===== src/rtl/seg_scan_pkg.sv =====
// Shared constants for the seven-segment scan controller: FSM state codes,
// the all-off patterns and the active-low hex segment table.
package seg_scan_pkg;

  typedef logic [1:0] state_t;

  localparam state_t ST_IDLE  = 2'd0;
  localparam state_t ST_SHOW  = 2'd1;
  localparam state_t ST_BLANK = 2'd2;

  localparam int MAX_DIGITS = 8;

  localparam logic [6:0]            SEG_OFF = 7'b1111111;
  localparam logic [MAX_DIGITS-1:0] AN_OFF  = '1;

  // Index 15 first; bit order {a,b,c,d,e,f,g}, a low lights the segment.
  localparam logic [15:0][6:0] SEG_LUT = {
    7'b0111000, 7'b0110000, 7'b1000010, 7'b0110001,
    7'b1100000, 7'b0001000, 7'b0000100, 7'b0000000,
    7'b0001111, 7'b0100000, 7'b0100100, 7'b1001100,
    7'b0000110, 7'b0010010, 7'b1001111, 7'b0000001
  };

endpackage


===== src/rtl/seg_scan_ctrl_decoder.sv =====
// Combinational hex-to-seven-segment decoder, outputs active-low {a..g}.
module seven_decoder
  import seg_scan_pkg::*;
(
  input  logic [3:0] i_hex,
  output logic [6:0] o_seg
);

  assign o_seg = SEG_LUT[i_hex];

endmodule


===== src/rtl/seg_scan_ctrl.sv =====
// Multiplexed scan controller for a common-anode seven-segment display with
// frame-aligned commit. Optional leading-zero blanking: SEG_LEADING_ZERO_BLANK_EN.
module seg_scan_ctrl
  import seg_scan_pkg::*;
#(
  parameter  int NUM_DIGITS   = 4,
  parameter  int REFRESH_DIV  = 50000,
  parameter  int BLANK_CYCLES = 64,
  localparam int IW = (NUM_DIGITS > 1) ? $clog2(NUM_DIGITS) : 1
) (
  input  logic                    clk,
  input  logic                    reset,
  input  logic                    enable,
  input  logic [4*NUM_DIGITS-1:0] value_in,
  input  logic [NUM_DIGITS-1:0]   dp_in,
  input  logic                    load_valid,
  output logic                    load_ready,
  output logic [6:0]              seg,
  output logic                    dp_n,
  output logic [NUM_DIGITS-1:0]   an,
  output logic [IW-1:0]           digit_idx,
  output logic [1:0]              o_state
);

  localparam int MAXC = (REFRESH_DIV > BLANK_CYCLES) ? REFRESH_DIV : BLANK_CYCLES;
  localparam int CW   = ($clog2(MAXC) > 0) ? $clog2(MAXC) : 1;

  localparam logic [CW-1:0]         SHOW_LAST  = CW'(REFRESH_DIV - 1);
  localparam logic [CW-1:0]         BLANK_LAST = CW'(BLANK_CYCLES - 1);
  localparam logic [IW-1:0]         IDX_LAST   = IW'(NUM_DIGITS - 1);
  localparam logic [NUM_DIGITS-1:0] W_AN_OFF   = AN_OFF[NUM_DIGITS-1:0];

  state_t                  r_state, w_state_nx;
  logic [CW-1:0]           r_cnt, w_cnt_nx;
  logic [IW-1:0]           r_idx, w_idx_nx;
  logic                    w_blank_exit, w_commit;

  logic [4*NUM_DIGITS-1:0] r_pend_val, r_disp_val;
  logic [NUM_DIGITS-1:0]   r_pend_dp, r_disp_dp;
  logic                    r_pend_v;

  logic [NUM_DIGITS-1:0]   r_an, w_an_sel, w_lz;
  logic [6:0]              r_seg, w_seg_dec;
  logic                    r_dp_n, w_dp_sel, w_lz_sel;
  logic [IW-1:0]           r_digit_idx;
  logic [3:0]              w_nib;

  // Handshake: a word transfers on a rising clk edge where load_valid and
  // load_ready are both high; the source holds value_in/dp_in until then.
  assign load_ready = ~r_pend_v;
  assign seg        = r_seg;
  assign dp_n       = r_dp_n;
  assign an         = r_an;
  assign digit_idx  = r_digit_idx;
  assign o_state    = r_state;

  always_comb begin
    w_state_nx   = r_state;
    w_cnt_nx     = r_cnt + CW'(1);
    w_idx_nx     = r_idx;
    w_blank_exit = 1'b0;
    if (!enable) begin
      w_state_nx = ST_IDLE;
      w_cnt_nx   = '0;
      w_idx_nx   = '0;
    end else begin
      case (r_state)
        ST_IDLE: begin
          w_state_nx = ST_SHOW;
          w_cnt_nx   = '0;
          w_idx_nx   = '0;
        end
        ST_SHOW: begin
          if (r_cnt == SHOW_LAST) begin
            w_state_nx = ST_BLANK;
            w_cnt_nx   = '0;
          end
        end
        ST_BLANK: begin
          if (r_cnt == BLANK_LAST) begin
            w_state_nx   = ST_SHOW;
            w_cnt_nx     = '0;
            w_blank_exit = 1'b1;
            w_idx_nx     = (r_idx == IDX_LAST) ? '0 : r_idx + IW'(1);
          end
        end
        default: begin
          w_state_nx = ST_IDLE;
          w_cnt_nx   = '0;
          w_idx_nx   = '0;
        end
      endcase
    end
  end

  // Only a frame wrap or idle time may swap the displayed value, so no digit tears.
  assign w_commit = r_pend_v &&
                    ((r_state == ST_IDLE) || (w_blank_exit && (r_idx == IDX_LAST)));

`ifdef SEG_LEADING_ZERO_BLANK_EN
  logic w_zero_run;
  always_comb begin
    w_lz       = '0;
    w_zero_run = 1'b1;
    for (int k = NUM_DIGITS - 1; k > 0; k--) begin
      w_zero_run = w_zero_run & (r_disp_val[4*k +: 4] == 4'h0);
      w_lz[k]    = w_zero_run & ~r_disp_dp[k];
    end
  end
`else
  assign w_lz = '0;
`endif

  always_comb begin
    w_nib    = 4'h0;
    w_dp_sel = 1'b0;
    w_lz_sel = 1'b0;
    w_an_sel = W_AN_OFF;
    for (int k = 0; k < NUM_DIGITS; k++) begin
      if (r_idx == IW'(k)) begin
        w_nib       = r_disp_val[4*k +: 4];
        w_dp_sel    = r_disp_dp[k];
        w_lz_sel    = w_lz[k];
        w_an_sel[k] = 1'b0;
      end
    end
  end

  seven_decoder u_dec (
    .i_hex (w_nib),
    .o_seg (w_seg_dec)
  );

  always_ff @(posedge clk or posedge reset) begin
    if (reset) begin
      r_state    <= ST_IDLE;
      r_cnt      <= '0;
      r_idx      <= '0;
      r_pend_val <= '0;
      r_pend_dp  <= '0;
      r_pend_v   <= 1'b0;
      r_disp_val <= '0;
      r_disp_dp  <= '0;
    end else begin
      r_state <= w_state_nx;
      r_cnt   <= w_cnt_nx;
      r_idx   <= w_idx_nx;
      if (w_commit) begin
        r_disp_val <= r_pend_val;
        r_disp_dp  <= r_pend_dp;
        r_pend_v   <= 1'b0;
      end else if (load_valid && !r_pend_v) begin
        r_pend_val <= value_in;
        r_pend_dp  <= dp_in;
        r_pend_v   <= 1'b1;
      end
    end
  end

  // Pin drivers are registered from the current state; enable low darkens them at once.
  always_ff @(posedge clk or posedge reset) begin
    if (reset) begin
      r_an        <= W_AN_OFF;
      r_seg       <= SEG_OFF;
      r_dp_n      <= 1'b1;
      r_digit_idx <= '0;
    end else begin
      r_digit_idx <= enable ? r_idx : '0;
      if (enable && (r_state == ST_SHOW) && !w_lz_sel) begin
        r_an   <= w_an_sel;
        r_seg  <= w_seg_dec;
        r_dp_n <= ~w_dp_sel;
      end else begin
        r_an   <= W_AN_OFF;
        r_seg  <= SEG_OFF;
        r_dp_n <= 1'b1;
      end
    end
  end

endmodule


===== config.mk =====
export PLATFORM = sky130hd
export DESIGN_NAME = seg_scan_ctrl
export DESIGN_NICKNAME = d
export VERILOG_FILES = /design/src/rtl/seg_scan_pkg.sv /design/src/rtl/seg_scan_ctrl_decoder.sv /design/src/rtl/seg_scan_ctrl.sv
export SDC_FILE = /design/constraint.sdc
export NUM_CORES = 1
export LEC_CHECK = 0
export ABC_AREA = 1
export ABC_CLOCK_PERIOD_IN_PS = 3300
export CELL_PAD_IN_SITES_DETAIL_PLACEMENT = 1
export CELL_PAD_IN_SITES_GLOBAL_PLACEMENT = 1
export CORE_ASPECT_RATIO = 0.9
export CORE_MARGIN = 3
export CORE_UTILIZATION = 45
export CTS_BUF_LIST = sky130_fd_sc_hd__clkbuf_8
export DETAILED_ROUTE_END_ITERATION = 7
export HOLD_SLACK_MARGIN = 0.15
export PLACE_DENSITY = 0.88
export SKIP_CTS_REPAIR_TIMING = 1
export SYNTH_ARGS = -nofsm -noshare
export SYNTH_HDL_FRONTEND = slang
export SYNTH_HIERARCHICAL = 1
export SYNTH_SLANG_ARGS = --single-unit

===== constraint.sdc =====
create_clock -name clk -period 3.3 [get_ports clk]
set_input_delay 0.66 -clock clk [delete_from_list [all_inputs] [get_ports clk]]
set_output_delay 0.66 -clock clk [all_outputs]
set_load 0.05 [all_outputs]

* Yosys cells after proc, flatten, opt, wreduce, memory -nomap -nowiden *
Memories as Yosys holds them, arrays and structs flattened.
Cells that the tools add are included.

word-level totals
  ROM bits = 112
  bits in registers = 75
  logic and storage cells = 75
  input port bits = 24
  memories = 1
  output and inout port bits = 17

memory list
  name             words  bits a word  rd ports  clocked after memory_dff  wr ports  line                        source
  (no name shown)  16     7            1         0                         0         seg_scan_ctrl_decoder.sv:9  assign o_seg = SEG_LUT[i_hex];

operators by class
  reductions and logical operators = 12
  equality and inequality tests = 10
  bitwise operators = 3
  $add $sub $neg = 2
  order comparisons = 1
  multiplexer cells = 34

operator list
  cell                   number
  $mux 16                3
  $pmux 16 s2            1
  $mux 4                 5
  $add 16x1->16 const B  1
  $eq 16x16->1 const B   1
  $eq 16x6->1 const B    1
  $mux 1                 14
  $mux 2                 7
  $mux 7                 2
  $eq 2x2->1 const B     3
  $ne 3x3->1 const B     2
  $pmux 2 s3             1
  $reduce_and 2->1       3
  $lt 4x5->1 const B     1
  $eq 2x1->1 const B     2
  $logic_and 1x1->1      4
  $logic_not 2->1        2
  $pmux 2 s2             1
  $not 1->1              3
  $add 2x1->2 const B    1
  $ne 2x2->1 const B     1
  $reduce_bool 2->1      1
  $logic_not 1->1        1
  $logic_or 1x1->1       1

* Logic depth before layout (Yosys ltp) *
  depth after elaboration = 9
  gate-level depth with buffers = 14
  mapped depth without buffers = 14

* Cells and area by module *
Netlist, hierarchy kept.

by module, submodules not included
  module         area each (um2)  sequential area each (um2)  cells an instance  instances
  seg_scan_ctrl  3495.9           1891.8                      368                1
  seven_decoder  274.0            0.0                         49                 1

* Worst setup path before layout *
OpenSTA, ideal clock, no wires.

  path kind = reg2reg
  from = register r_idx[1]
  to = register r_seg[3], in the netlist seg[3]
  data required time = 3.216 ns
  path slack = 0.898 ns
  data arrival time = 2.318 ns
  buffers on the path = 0
  cell stages (with the launch flop) = 13
  clock period less this slack = 2.402 ns
  cell sequence = dfrtp_1 > inv_1 > ha_1 > nor2_1 > nand2_1 > a21o_1 > a21oi_1 > inv_1 > ha_1 > nand2_1 > nand3_1 > nand2_1 > or2_2

on the way
  longest elaborated chain between the ends = 8
  elaborated cells between the ends (all ways) = 11

ends and longest elaborated chain
  item                            line                        source
  from (decl)                     seg_scan_ctrl.sv:35         logic [IW-1:0] r_idx, w_idx_nx;
  from (signal assigned)          seg_scan_ctrl.sv:147        r_idx <= w_idx_nx;
  $logic_not 2->1                 seg_scan_ctrl.sv:120        if (r_idx == IW'(k)) begin
  $mux 4 (3 in series)            seg_scan_ctrl.sv:120
  $mux 4 *                        seg_scan_ctrl.sv:120
  named net w_nib[1]              seg_scan_ctrl.sv:46         logic [3:0] w_nib;
  $mem_v2 16x7 *                  --
  $mux 7 (not written as such) *  seg_scan_ctrl_decoder.sv:9
  named net w_seg_dec[3]          seg_scan_ctrl.sv:43         logic [6:0] r_seg, w_seg_dec;
  $mux 7 *                        seg_scan_ctrl.sv:169        if (enable && (r_state == ST_SHOW) && !w_lz_sel) begin
  to (signal assigned)            seg_scan_ctrl.sv:171        r_seg <= w_seg_dec;
  to (decl)                       seg_scan_ctrl.sv:43

Mark *: on every way through the listed nets, which the timed path passes. The rest lies on a longest branch. The select of a mux whose other input is x is not followed.
A chain may end at the register's enable or synchronous reset.

* Worst setup path after layout *
Ends and elaborated chain as after synthesis.

==> metrics.txt <==
# TYPE chip_impl_metric gauge
chip_impl_metric{name="synth_nets",unit=""} 457
chip_impl_info{name="synth.top_cells.by_area",value="dfrtp_1 (42%), nand2_1 (12%), dfstp_2 (8.4%), mux2_2 (6.0%), nand3_1 (5.6%)"} 1
chip_impl_metric{name="drt_pre_antenna_iters",unit=""} 4
chip_impl_metric{name="worst_r2r_path_depth",unit=""} 12
chip_impl_info{name="start_kind",value="flip-flop"} 1
chip_impl_metric{name="fp.coreArea",unit="mm^2"} 0.00811
chip_impl_metric{name="cts_made_buffers",unit=""} 9
chip_impl_metric{name="syn_avg_cell_area",unit="um^2"} 9.04
chip_impl_metric{name="initialDrtViolationCount",unit=""} 93
chip_impl_metric{name="grt_pass1_vias",unit=""} 3055
chip_impl_metric{name="portBuffers",unit=""} 40
chip_impl_info{name="run_status",value="finished clean"} 1
chip_impl_info{name="hold_path.class",value="flip-flop to flip-flop"} 1
chip_impl_metric{name="dp_hpwl",unit="mm"} 6.25
chip_impl_info{name="crit_path_leading_delay_family",value="simple AND/OR/NAND/NOR gates"} 1
chip_impl_metric{name="r2r_setup_slack",unit="ns"} 0.40
chip_impl_metric{name="nNetsFinal",unit=""} 497
chip_impl_info{name="path_cells",value="inv_1 > ha_1 > nor2_1 > nand2_1 > a21o_1 > a21oi_1 > inv_1 > ha_1 > nand2_1 > nand3_1 > nand2_1 > or2_2"} 1
chip_impl_metric{name="post_synthesis_compound_gate_area_fraction",unit=""} 0.0335
chip_impl_metric{name="num_antenna_cells",unit=""} 0
chip_impl_info{name="timing.critical_path.slowest_stage_cell",value="dfrtp_1"} 1
chip_impl_info{name="layout_common_cells",value="nand2_1 (120), dfrtp_1 (63), nor2_1 (42), nand3_1 (42), clkdlybuf4s50_1 (40)"} 1
chip_impl_metric{name="post_synth_instance_area",unit="mm^2"} 0.00377
chip_impl_metric{name="finalCriticalPeriod",unit="ns"} 2.90
chip_impl_metric{name="gp_congestion",unit=""} 0.825
chip_impl_metric{name="avgViaCountPerCell",unit=""} 5.15
chip_impl_info{name="r2r_end",value="seg[3]$_DFF_PP1_"} 1
chip_impl_info{name="critPathKind",value="flip-flop to flip-flop"} 1
chip_impl_metric{name="p_leak",unit="nW"} 2.10
chip_impl_metric{name="timing.setup.tns",unit="ns"} 0
chip_impl_metric{name="critical_path.max_stage_delay",unit="ns"} 0.42
chip_impl_metric{name="min_period_over_period",unit=""} 0.878
chip_impl_metric{name="netlist-cell-type-count",unit=""} 31
chip_impl_metric{name="power_density",unit="mW/mm^2"} 835
chip_impl_info{name="worstSetupEndpoint",value="seg[3]$_DFF_PP1_"} 1
chip_impl_metric{name="required",unit="ns"} 3.58
chip_impl_metric{name="maxCapViolCount",unit=""} 0
chip_impl_metric{name="worst-path-stages",unit=""} 12
chip_impl_info{name="timing.hold.worst.start",value="r_cnt[0]$_DFF_PP0_"} 1
chip_impl_metric{name="drc_errors",unit=""} 0
chip_impl_info{name="post-synth-top-area-cell",value="dfrtp_1"} 1
chip_impl_metric{name="synth_top_area_share",unit=""} 0.418
chip_impl_metric{name="design.portCount",unit=""} 41
chip_impl_metric{name="count_of_vias_placed_by_the_detailed_router",unit=""} 2889
chip_impl_metric{name="ys_warn_count",unit=""} 6
chip_impl_metric{name="finalClockSkew",unit="ns"} 0.0103
chip_impl_metric{name="grt-ovfl-total",unit=""} 0
chip_impl_metric{name="fmax",unit="MHz"} 345
chip_impl_metric{name="max-clock-path-buffers",unit=""} 2
chip_impl_metric{name="die_ar",unit="mm^2"} 0.00951
chip_impl_metric{name="dieHeight",unit="um"} 92.8
chip_impl_metric{name="clock_tree.htree_level_count",unit=""} 3
chip_impl_metric{name="slew_viols_final",unit=""} 0
chip_impl_metric{name="post_synth_and_or_nand_nor_area_fraction",unit=""} 0.264
chip_impl_info{name="grt_setup_unrepaired",value="false"} 1
chip_impl_metric{name="clk_pin_slew_worst_paths",unit="ns"} 0.09
chip_impl_metric{name="yosys.area_share.adder",unit=""} 0.0531
chip_impl_metric{name="wire_per_inst",unit="um"} 15.2
chip_impl_metric{name="final_cell_area",unit="mm^2"} 0.00443
chip_impl_metric{name="worst-slew-pin-transition",unit="ns"} 0.835
chip_impl_info{name="crit_path_frequent_cell",value="nand2_1"} 1
chip_impl_metric{name="floorplan.initialDensity",unit=""} 0.465
chip_impl_metric{name="timing_hold_violations_final",unit=""} 0
chip_impl_metric{name="part_of_the_yosys_area_used_for_sequential_elements",unit=""} 0.502
chip_impl_metric{name="synthCells",unit=""} 417
chip_impl_metric{name="fin_worst_hold_slack",unit="ns"} 0.466
chip_impl_metric{name="finalWirelength",unit="mm"} 8.51
chip_impl_metric{name="vdd_drop_max",unit="V"} 0.000429
chip_impl_metric{name="fp-row-count",unit=""} 31
chip_impl_info{name="tritoncts",value="done"} 1
chip_impl_metric{name="final_layout_size_suffix_gt1_frac",unit=""} 0.158
chip_impl_metric{name="postPlaceCellArea",unit="mm^2"} 0.00423
chip_impl_metric{name="synth_xor_xnor_area_share",unit=""} 0.0279
chip_impl_info{name="final_common_cell",value="nand2_1"} 1
chip_impl_info{name="regToRegStartpoint",value="r_idx[1]$_DFFE_PP0P_"} 1
chip_impl_info{name="end_kind",value="flip-flop"} 1
chip_impl_metric{name="flow.area_growth_from_synthesis",unit="%"} 17.6
chip_impl_info{name="synth_top_family_by_area",value="simple AND/OR/NAND/NOR gates"} 1
chip_impl_metric{name="grt_first_pass_wirelength",unit="mm"} 14.6
chip_impl_metric{name="global_route.usage.total",unit=""} 0.194
chip_impl_metric{name="number_of_buffers_and_inverters_on_the_critical_path",unit=""} 2
chip_impl_metric{name="die_x",unit="um"} 102
chip_impl_metric{name="worst_skew_late_latency",unit="ns"} 0.35
chip_impl_info{name="cts_root_buffer",value="clkbuf_8"} 1
chip_impl_metric{name="synth.area.mux_share",unit=""} 0.0597
chip_impl_metric{name="timing.critical_path.fanout_max",unit=""} 7
chip_impl_metric{name="drt.antenna.violating_nets",unit=""} 0
chip_impl_metric{name="cp.arrival",unit="ns"} 3.18
chip_impl_metric{name="cts.sinks",unit=""} 75
chip_impl_metric{name="fillerInstances",unit=""} 953
chip_impl_metric{name="grt_antenna_before_repair",unit=""} 0
chip_impl_info{name="critical_path.startpoint",value="r_idx[1]$_DFFE_PP0P_"} 1
chip_impl_metric{name="ys_seq_elements",unit=""} 75
chip_impl_metric{name="grt_max_degree",unit=""} 47
chip_impl_metric{name="finalSetupViolCount",unit=""} 0
chip_impl_metric{name="maxSlewHeadroom",unit=""} 0.442
==> area by class of cell <==
type                       count  area, um^2  area share
sequential                    75        1890       0.427
multi-input combinational    295        1650       0.372
timing repair buffer          44         443      0.0999
clock buffer                   9         124      0.0279
tap                           99         124      0.0279
inverter                      32         120      0.0271
clock inverter                 7        81.3      0.0183
==> cells by family after synthesis <==
logic type | Yosys count
compound gates | 21
fa+ha+maj | 16
buf+inv | 47
simple gates | 226
flops | 75
xor+xnor | 12
mux | 20
==> worst min path at each step <==
stage                    endpoint  slack (ns)  cells after the start
6_report       r_cnt[0]$_DFF_PP0_        0.47                      1
5_1_grt        r_cnt[0]$_DFF_PP0_        0.48                      1
4_1_cts        r_cnt[0]$_DFF_PP0_        0.47                      1
3_5_place_dp   r_cnt[0]$_DFF_PP0_        0.46                      1
3_3_place_gp   r_cnt[0]$_DFF_PP0_        0.45                      1
2_1_floorplan  r_cnt[0]$_DFF_PP0_        0.43                      1
==> sequential cells by signal, summed over array words and instances, names as in the netlist <==
signal,count
r_cnt,16
r_disp_val,16
r_pend_val,16
seg,7
an,4
r_disp_dp,4
r_pend_dp,4
digit_idx,2
o_state,2
r_idx,2
dp_n,1
r_pend_v,1
==> per-stage QoR <==
step	instances	power, mW	util	worst slack [ns]
floorplan	417	2.59	-	0.750
global placement	545	2.87	0.522	0.711
detailed placement	545	2.97	0.522	0.486
CTS	561	3.74	0.547	0.473
global route	561	3.97	0.547	0.193
finish	561	3.70	0.547	0.403
==> per-layer routing <==
metal / share of wire / track usage / vias to the layer above
li1: - / - / 1398
met1: 0.46 / 0.252 / 1422
met2: 0.49 / 0.324 / 57
met3: 0.035 / 0.0377 / 12
met4: 0.015 / 0.0645 / 0
met5: 0 / 0 / -
==> report_power, final <==
group | switching, mW | internal [mW]
sequential | 0.185 | 1.24
combinational | 0.966 | 0.571
clock | 0.377 | 0.361
total | 1.53 | 2.18
==> synth_stat cells <==
master / number
buf_2: 5
nand2_1: 120
a21o_1: 4
o21a_1: 1
nand3_2: 1
or2_2: 7
nand2_4: 3
ha_1: 16
nand4_1: 2
nand2_2: 2
clkbuf_1: 4
nand3_1: 42
dfrtp_1: 63
a22oi_1: 1
nand3_4: 1
o21bai_1: 1
a21oi_1: 9
nor2_4: 2
o21ai_1: 1
dfstp_2: 12
mux2_2: 20
xnor2_1: 2
buf_6: 6
xor2_1: 10
inv_2: 1
nor3_1: 2
o21ai_2: 1
nor2_2: 2
o21ai_0: 3
inv_1: 31
nor2_1: 42
Note: power is estimated with default switching activity, not from simulation.
